**config.mk**
```make
export PLATFORM = sky130hd
export DESIGN_NAME = prog_loader
export DESIGN_NICKNAME = d
export VERILOG_FILES = /design/src/rtl/prog_loader_pkg.sv /design/src/rtl/prog_loader_packer.sv /design/src/rtl/prog_loader.sv
export SDC_FILE = /design/constraint.sdc
export NUM_CORES = 1
export LEC_CHECK = 0
export CAP_MARGIN = 20
export CORE_ASPECT_RATIO = 0.5
export CORE_MARGIN = 5
export CORE_UTILIZATION = 31
export DETAILED_ROUTE_END_ITERATION = 10
export PLACE_DENSITY = 0.56
export RECOVER_POWER = 25
export SLEW_MARGIN = 25
export SYNTH_ARGS = -nofsm -noshare
export SYNTH_HDL_FRONTEND = slang
export SYNTH_SLANG_ARGS = --single-unit
export TNS_END_PERCENT = 10
```
**constraint.sdc**
```tcl
create_clock -name clk -period 4.65 [get_ports clk]
set_input_delay 1.395 -clock clk [delete_from_list [all_inputs] [get_ports clk]]
set_output_delay 1.395 -clock clk [all_outputs]
set_load 0.02 [all_outputs]
```
**src/rtl/prog_loader_pkg.sv**
```systemverilog
// rtl/prog_loader_pkg.sv - shared state, constants and helpers for the boot loader
package prog_loader_pkg;

  typedef enum logic [2:0] {
    IDLE,
    LEN0,
    LEN1,
    DATA,
    CKSUM,
    DONE,
    ERR
  } state_e;

  localparam logic [7:0] LOADER_MAGIC = 8'hA5;

  typedef logic [1:0] lane_t;

  // States in which the inter-byte timeout is armed
  function automatic logic is_active(input state_e s);
    return (s == LEN0) || (s == LEN1) || (s == DATA) || (s == CKSUM);
  endfunction

endpackage

```
**src/rtl/prog_loader_packer.sv**
```systemverilog
// rtl/prog_loader_packer.sv - little-endian byte to 32-bit word assembly with lane counter
module prog_loader_packer
  import prog_loader_pkg::*;
(
  input  logic        clk,
  input  logic        rst,
  input  logic        clr,
  input  logic        byte_en,
  input  logic [7:0]  byte_data,
  output logic        word_done,
  output logic        word_valid,
  output logic [31:0] word_data
);

  lane_t       lane_q, lane_d;
  logic [23:0] asm_q, asm_d;
  logic [31:0] word_q, word_d;
  logic        word_valid_q, word_valid_d;

  assign word_done  = byte_en && (lane_q == 2'd3);
  assign word_valid = word_valid_q;
  assign word_data  = word_q;

  always_comb begin
    lane_d       = lane_q;
    asm_d        = asm_q;
    word_d       = word_q;
    word_valid_d = 1'b0;
    if (clr) begin
      lane_d = '0;
    end else if (byte_en) begin
      lane_d = lane_q + 2'd1;
      // The output word is only replaced on the last lane so it stays stable during the strobe
      if (lane_q == 2'd3) begin
        word_d       = {byte_data, asm_q};
        word_valid_d = 1'b1;
      end else begin
        asm_d[{lane_q, 3'b000} +: 8] = byte_data;
      end
    end
  end

  always_ff @(posedge clk or posedge rst) begin
    if (rst) begin
      lane_q       <= '0;
      asm_q        <= '0;
      word_q       <= '0;
      word_valid_q <= 1'b0;
    end else begin
      lane_q       <= lane_d;
      asm_q        <= asm_d;
      word_q       <= word_d;
      word_valid_q <= word_valid_d;
    end
  end

endmodule

```
**src/rtl/prog_loader.sv**
```systemverilog
// rtl/prog_loader.sv - framed byte-stream program loader writing imem and gating CPU reset
// Optional trailing XOR checksum byte enabled by defining PROG_LOADER_CKSUM_EN.
module prog_loader
  import prog_loader_pkg::*;
#(
  parameter int ADDR_W    = 12,
  parameter int BASE_ADDR = 0,
  parameter int TIMEOUT   = 100000
) (
  input  logic              clk,
  input  logic              rst,
  input  logic              in_valid,
  input  logic [7:0]        in_data,
  output logic              in_ready,
  output logic              imem_we,
  output logic [ADDR_W-1:0] imem_addr,
  output logic [31:0]       imem_wdata,
  output logic              cpu_rst,
  output logic              done,
  output logic              err
);

  localparam int          TMO_W     = $clog2(TIMEOUT + 1);
  localparam logic [32:0] MAX_WORDS = 33'd1 << ADDR_W;
`ifdef PROG_LOADER_CKSUM_EN
  localparam state_e      LAST_ST   = CKSUM;
`else
  localparam state_e      LAST_ST   = DONE;
`endif

  state_e            state_q, state_d;
  logic              in_ready_q;
  logic [15:0]       len_q, len_d;
  logic [15:0]       word_idx_q, word_idx_d;
  logic [ADDR_W-1:0] imem_addr_q, imem_addr_d;
  logic              cpu_rst_q, cpu_rst_d;
  logic              done_q, done_d;
  logic              err_q, err_d;
  logic [TMO_W-1:0]  tmo_q, tmo_d;
`ifdef PROG_LOADER_CKSUM_EN
  logic [7:0]        cksum_q, cksum_d;
`endif

  logic        accept;
  logic        frame_start;
  logic        byte_en;
  logic        word_done;
  logic        timeout;
  logic [15:0] len_n;

  assign accept      = in_valid && in_ready_q;
  assign frame_start = accept && (in_data == LOADER_MAGIC) &&
                       ((state_q == IDLE) || (state_q == DONE) || (state_q == ERR));
  assign byte_en     = accept && (state_q == DATA);
  assign timeout     = !accept && is_active(state_q) && (tmo_q == TMO_W'(TIMEOUT - 1));
  assign len_n       = {in_data, len_q[7:0]};

  prog_loader_packer u_packer (
    .clk        (clk),
    .rst        (rst),
    .clr        (frame_start),
    .byte_en    (byte_en),
    .byte_data  (in_data),
    .word_done  (word_done),
    .word_valid (imem_we),
    .word_data  (imem_wdata)
  );

  always_comb begin
    state_d     = state_q;
    len_d       = len_q;
    word_idx_d  = word_idx_q;
    imem_addr_d = imem_addr_q;
    cpu_rst_d   = cpu_rst_q;
    done_d      = done_q;
    err_d       = err_q;
    tmo_d       = tmo_q;
`ifdef PROG_LOADER_CKSUM_EN
    cksum_d     = cksum_q;
`endif

    if (accept || timeout) begin
      tmo_d = '0;
    end else if (is_active(state_q)) begin
      tmo_d = tmo_q + 1'b1;
    end

    case (state_q)
      IDLE, DONE, ERR: begin
        if (frame_start) begin
          state_d    = LEN0;
          cpu_rst_d  = 1'b1;
          done_d     = 1'b0;
          err_d      = 1'b0;
          word_idx_d = '0;
`ifdef PROG_LOADER_CKSUM_EN
          cksum_d    = '0;
`endif
        end
      end
      LEN0: begin
        if (accept) begin
          len_d[7:0] = in_data;
          state_d    = LEN1;
        end
      end
      LEN1: begin
        if (accept) begin
          len_d = len_n;
          if (len_n == 16'd0) begin
            state_d = LAST_ST;
          end else if ({17'd0, len_n} > MAX_WORDS) begin
            state_d = ERR;
          end else begin
            state_d = DATA;
          end
        end
      end
      DATA: begin
        if (accept) begin
`ifdef PROG_LOADER_CKSUM_EN
          cksum_d = cksum_q ^ in_data;
`endif
          // Address is registered alongside the packer's write strobe
          if (word_done) begin
            imem_addr_d = ADDR_W'(BASE_ADDR) + ADDR_W'(word_idx_q);
            word_idx_d  = word_idx_q + 16'd1;
            if (word_idx_q == len_q - 16'd1) begin
              state_d = LAST_ST;
            end
          end
        end
      end
`ifdef PROG_LOADER_CKSUM_EN
      CKSUM: begin
        if (accept) begin
          state_d = (in_data == cksum_q) ? DONE : ERR;
        end
      end
`endif
      default: state_d = IDLE;
    endcase

    if (timeout) begin
      state_d = ERR;
    end

    if ((state_d == DONE) && (state_q != DONE)) begin
      done_d    = 1'b1;
      cpu_rst_d = 1'b0;
    end
    if ((state_d == ERR) && (state_q != ERR)) begin
      err_d     = 1'b1;
      cpu_rst_d = 1'b1;
      done_d    = 1'b0;
    end
  end

  always_ff @(posedge clk or posedge rst) begin
    if (rst) begin
      state_q     <= IDLE;
      in_ready_q  <= 1'b0;
      len_q       <= '0;
      word_idx_q  <= '0;
      imem_addr_q <= '0;
      cpu_rst_q   <= 1'b1;
      done_q      <= 1'b0;
      err_q       <= 1'b0;
      tmo_q       <= '0;
`ifdef PROG_LOADER_CKSUM_EN
      cksum_q     <= '0;
`endif
    end else begin
      state_q     <= state_d;
      in_ready_q  <= 1'b1;
      len_q       <= len_d;
      word_idx_q  <= word_idx_d;
      imem_addr_q <= imem_addr_d;
      cpu_rst_q   <= cpu_rst_d;
      done_q      <= done_d;
      err_q       <= err_d;
      tmo_q       <= tmo_d;
`ifdef PROG_LOADER_CKSUM_EN
      cksum_q     <= cksum_d;
`endif
    end
  end

  assign in_ready  = in_ready_q;
  assign imem_addr = imem_addr_q;
  assign cpu_rst   = cpu_rst_q;
  assign done      = done_q;
  assign err       = err_q;

endmodule

```
Yosys cells after proc, flatten, opt, wreduce, memory -nomap -nowiden
Index checks and enable logic that the tools add are counted.
{"block": "classes", "n_addsub": 5, "n_lt_le_gt_ge": 1, "eq_ne": 17, "shift": 2, "n_mux": 33, "bitwise_logic": 3, "reduce_logical": 34}
{"operator": "16-bit two-way mux", "count": 3}
{"operator": "17-bit two-way mux", "count": 2}
{"operator": "16-bit case mux with 2 select lines", "count": 1}
{"operator": "3-bit two-way mux", "count": 9}
{"operator": "24-bit bitwise mux", "count": 1}
{"operator": "8-bit by 7-bit variable shift with 24-bit output (first input constant)", "count": 1}
{"operator": "8-bit by 7-bit variable part select with 24-bit output", "count": 1}
{"operator": "17-bit by 1-bit adder with 17-bit output (second input constant)", "count": 1}
{"operator": "17-bit equality test (second input constant)", "count": 1}
{"operator": "16-bit by 1-bit adder with 16-bit output (second input constant)", "count": 1}
{"operator": "16-bit equality test", "count": 1}
{"operator": "16-bit by 13-bit greater-than comparator with 1-bit output (second input constant)", "count": 1}
{"operator": "16-bit zero test", "count": 1}
{"operator": "8-bit case mux with 2 select lines", "count": 1}
{"operator": "16-bit by 1-bit subtractor with 16-bit output (second input constant)", "count": 1}
{"operator": "3-bit equality test (second input constant)", "count": 5}
{"operator": "1-bit two-way mux", "count": 12}
{"operator": "3-bit case mux with 4 select lines", "count": 1}
{"operator": "3-bit AND reduction", "count": 4}
{"operator": "2-bit nonzero test", "count": 5}
{"operator": "1-bit logical AND", "count": 9}
{"operator": "8-bit equality test (second input constant)", "count": 1}
{"operator": "8-bit two-way mux", "count": 1}
{"operator": "5-bit negator with 7-bit output", "count": 1}
{"operator": "other kinds (16)", "count": 30}
{"block": "totals", "reg_bits": 127, "input_bits": 11, "output_inout_bits": 49}

Longest topological paths before layout
{"block": "depth", "depth_word": 11, "mapped_depth": 10, "ltp_nobuf": 9}

By module
From an unflattened synthesis, not the netlist that was laid out.
{"block": "unflattened", "cells_unflattened": 557, "area_unflattened_um2": 6231.0}
{"mod": "prog_loader", "instances": 1, "cells_per_inst": 411, "area_per_inst_um2": 3783.6}
{"mod": "prog_loader_packer", "instances": 1, "cells_per_inst": 146, "area_per_inst_um2": 2447.3}

Worst setup path before layout
Ideal clock, no wire load.
{"block": "synth_timing", "path_kind": "input -> register", "from": "input port in_data[4]", "to": "register word_idx_q[5]", "setup_time_ns": 0.078, "arrival_ns": 3.387, "t_required_ns": 4.572, "setup_slack_ns": 1.185, "path_stages": 8, "path_cell_list": "clkbuf_1 nand2b_1 nor4_1 and2_1 clkbuf_1 o2111ai_1 or3_1 a21oi_1"}
{"block": "synth_via", "elab_chain_len": 5}
{"element": "start: declaration", "line": "prog_loader.sv:13", "source": "input logic [7:0] in_data,"}
{"element": "8-bit equality test", "line": "prog_loader.sv:52", "source": "assign frame_start = accept && (in_data == LOADER_MAGIC) &&"}
{"element": "1-bit logical AND (2 in series)", "line": "prog_loader.sv:52"}
{"element": "2-bit inequality test (no source line)"}
{"element": "4-bit AND reduction (no source line)"}
{"element": "end signal: assignment", "line": "prog_loader.sv:177", "source": "word_idx_q <= word_idx_d;"}
{"element": "end: declaration", "line": "prog_loader.sv:34", "source": "logic [15:0] word_idx_q, word_idx_d;"}
No other way between the ends.
A chain may end at the register's enable or synchronous reset.

Worst setup path after layout
{"block": "layout_timing", "from": "input port in_data[5]", "to": "register word_idx_q[9]"}
Same word-level chain as after synthesis.

==> results.txt <==
The total count of max-transition violations in the final report was 38. The setup path with the least slack is of type in2reg. Global routing finished with a remaining overflow of 0.

Remaining number of nets flagged by the antenna check after routing: 0. The run gives 10,720 µm as the placed wire-length estimate after detailed placement. The layout overhead on the synthesized area was 24.56%. The signal on the critical path passes through clkdlybuf4s50_1 > nand2b_1 > nor4_1 > and2_1 > o2111ai_1 > or3_1 > a21oi_1.

The count of cells along the worst hold path is 2. Leaving out fill and tap cells, the most frequent cells in the layout are sky130_fd_sc_hd__nand2_1, sky130_fd_sc_hd__dfrtp_1, sky130_fd_sc_hd__clkdlybuf4s50_1. The count of port buffers added during placement works out to 59. The logs give 0.01561 ns for the worst setup skew after layout and 4 for the level count of the clock H-tree. TritonCTS built the clock tree. Setup repair after global routing left no endpoint under its margin. Setup total negative slack on the finished layout was measured at 0 ns. For the number of cells upsized or downsized after cts, the log shows 0.

In this run the core area contains 36 standard-cell rows. The run gives 0.42 ns as the clock latency on the worst-skew pair. The count of placed standard cells in the final layout, fillers left out was 1,013; the clock-pin slew of the registers on the worst-case setup and hold paths was 0.06 ns. The first detailed-routing pass ran for 4 iterations. The number of fillers in the final layout is 1,954.

The width of the die was 207.9 µm. In the final routed layout, each cell accounts on average for 14.99 µm. The number of nets handed over by synthesis was 690. The critical path depth was 7; the mean number of vias per cell was 4.761. Of the available clock period, the critical path in the final layout requires 83.17%. The tightest min-delay check is of the reg2reg type.

TritonCTS created 17 clock buffers. Synthesis produced a netlist whose cell count is 671. For this run, the register share of the synthesized area comes to 52.35%. Of the cells placed in the final design, the portion with a size suffix greater than 1 is 8.969%. The kind of cell adding the most delay to the critical path is simple AND/OR/NAND/NOR gates. The DRC marker count from the first detailed-route iteration was 347.

The first global-routing pass estimated 25,760 µm of wire. The run gives 0 as the post-CTS setup repair buffer count. For this run, design rule violations remaining after detail routing come to 0. The tools report the setup violation total in the final timing report as 0. After synthesis the cells add up to 6073 µm². The unique cell type count in the Yosys netlist is 55, and the stage delay of the slowest cell on the critical path is 0.75 ns.

For this block, the routed nets add up to 15,190 µm of wire. The number of nets in the layout is 753, and the hold buffer count at cts is 0. The checks that failed: max-capacitance violations, max-slew violations. The run gives -11.30% as the worst relative slew slack. The floorplan step set the die height to 109.0 µm.

Synthesis inferred 127 register bits. Entering global routing, the biggest net connects 52 pins. After detailed placement, the design holds a cell count of 981. In this run the static leakage power is 3.407 nW.

For this design, the sink count on the clock tree is 127. The tools report the maximum number of buffers from clock root to sink as 2. Once the floorplan was initialized, standard cells occupied 31.36% of the core. The count of endpoints failing hold in the final timing report was 0; the total via count after detailed routing was 4,823. Cells fill 39.06% of the core in the end. Arrival time of the worst setup path: 4.20 ns. The tree is rooted in a sky130_fd_sc_hd__clkbuf_16. The floorplan step defined a core boundary enclosing 19,370 µm². During synthesis, Yosys emitted a total of 0 warnings. The run gives 7565 µm² as the final design area excluding fillers. Across every metal layer, demand over resource in global routing totals 14.12%. The critical path buffer and inverter count works out to 1. The placed instances occupy a cell area of 7023 µm².

The flow ran to the end, but the final reports show violations. The die covers 22,660 µm². The maximum clock frequency came out at 258.6 MHz. The run gives 60 as the count of pins on the block boundary. A synthesized cell averages 9.051 µm². The number of antenna violations at the first check in global routing is 0, and the antenna diode count is 0.

At the end of routability-driven placement, the weighted congestion stood at 0.8535. In this run the worst path has a maximum fanout of 10. The logs give 4,836 for the number of global-route vias before repair and 0.3975 ns for the worst slack after detailed placement. The fraction of registers with async set/reset works out to 100.0%. The slowest stage of the critical path belongs to the cell sky130_fd_sc_hd__clkdlybuf4s50_1. The critical path endpoint category was a flip-flop.

The total of max-cap violations is 1, and the slew at the pin closest to its max-slew limit is 1.660 ns. The library cell used most frequently in the layout, excluding fill and tap cells, is sky130_fd_sc_hd__nand2_1. Across the VDD grid, the largest voltage drop is 0.0001779 V.

The smallest clock period supported by the final layout is computed as 3.867 ns. In this run the power density over the cells is 431.7 nW/µm². The worst setup path is launched from an input port. The most common flop cell mapped by yosys was sky130_fd_sc_hd__dfrtp_1. The count of flip-flops with a built-in enable after synthesis was 0. The final worst slack was 0.7828 ns. Required time at the worst-slack endpoint: 4.99 ns. The depth of the worst register-to-register path works out to 9.
-- layout make-up --
type	instances	area, µm²	area share [%]
sequential	127	3179	42.03
multi-input combinational	500	2734	36.14
timing repair buffer	72	683.2	9.031
clock buffer	17	425.4	5.624
tap	266	332.8	4.400
clock inverter	15	148.9	1.968
inverter	16	61.31	0.8105
-- logic make-up (layout without fill, tap and decap cells) --
kind of cell / after synthesis / after routing / synth area share [%]
buf+inv: 44 / 120 / 2.719
xor+xnor: 51 / 51 / 7.355
mux: 13 / 13 / 2.390
compound gates: 81 / 81 / 8.509
flops: 127 / 127 / 52.35
simple gates: 346 / 346 / 24.97
fa+ha+maj: 8 / 8 / 1.648
other cells: 1 / 1 / 0.06175
-- worst reg2reg max path: cells and delay by family (launching register included) --
family                   cells  cell delay, ns
AND/OR/NAND/NOR              3            1.35
AO/OA/AOI/OAI                4            1.01
flip-flops                   1            0.45
adder cells (fa/ha/maj)      1            0.25
buffers and inverters        1            0.10
-- path summary, 6_finish.rpt --
| kind | start | end | slack (ns) |
|---|---|---|---|
| hold reg to reg | u_packer.asm_q[1] | u_packer.word_data[1] | 0.47 |
| max in group asynchronous | rst | word_idx_q[15] | 1.03 |
| setup reg to reg | len_q[0] | done | 1.37 |
| hold / removal | u_packer.asm_q[1] | u_packer.word_data[1] | 0.47 |
| min in group asynchronous | rst | u_packer.word_data[21] | 1.83 |
| setup / recovery | in_data[5] | word_idx_q[9] | 0.78 |
-- state kept, by name, summed over array words and instances (netlist names) --
name / cells
u_packer.word_data: 32
u_packer.asm_q: 24
tmo_q: 17
len_q: 16
word_idx_q: 16
imem_addr: 12
state_q: 3
u_packer.lane_q: 2
cpu_rst: 1
done: 1
err: 1
in_ready: 1
u_packer.word_valid: 1
-- synthesized netlist by cell type, types with 6 or more instances --
cell / instances / share of area, %
sky130_fd_sc_hd__or3_1: 6 / 0.62
sky130_fd_sc_hd__xnor2_1: 21 / 3.0
sky130_fd_sc_hd__o21ai_0: 44 / 3.6
sky130_fd_sc_hd__dfrtp_1: 126 / 52
sky130_fd_sc_hd__nand2_1: 216 / 13
sky130_fd_sc_hd__inv_1: 15 / 0.93
sky130_fd_sc_hd__ha_1: 8 / 1.6
sky130_fd_sc_hd__mux2_2: 12 / 2.2
sky130_fd_sc_hd__nand3_1: 15 / 1.2
sky130_fd_sc_hd__nor2_1: 48 / 3.0
sky130_fd_sc_hd__xor2_1: 30 / 4.3
sky130_fd_sc_hd__clkbuf_1: 26 / 1.6
sky130_fd_sc_hd__nand4_1: 10 / 1.0
sky130_fd_sc_hd__a21oi_1: 8 / 0.66
sky130_fd_sc_hd__nor3_1: 16 / 1.3
-- routing by layer --
metal	global-route usage (%)	share of wire, %	vias up
met4	3.700	1.1	0
li1	-	-	2360
met1	19.92	50	2360
met3	3.334	3.6	16
met2	22.08	45	87
met5	0	0	-
-- where the power goes --
group          total [mW]  internal [mW]  switching [mW]
Clock                1.29          0.751           0.544
Sequential           1.39           1.22           0.169
Combinational       0.582          0.260           0.323
Total                3.27           2.23            1.04
-- through the flow --
step | power (mW) | hold slack (ns)
after detailed placement | 1.990 | 0.4597
after global placement | 1.973 | 0.4565
final | 3.265 | 0.4671
after global routing | 3.446 | 0.4947
after CTS | 3.306 | 0.4755
after floorplan | 1.799 | 0.4386
Power figures use the tool's default switching activity.
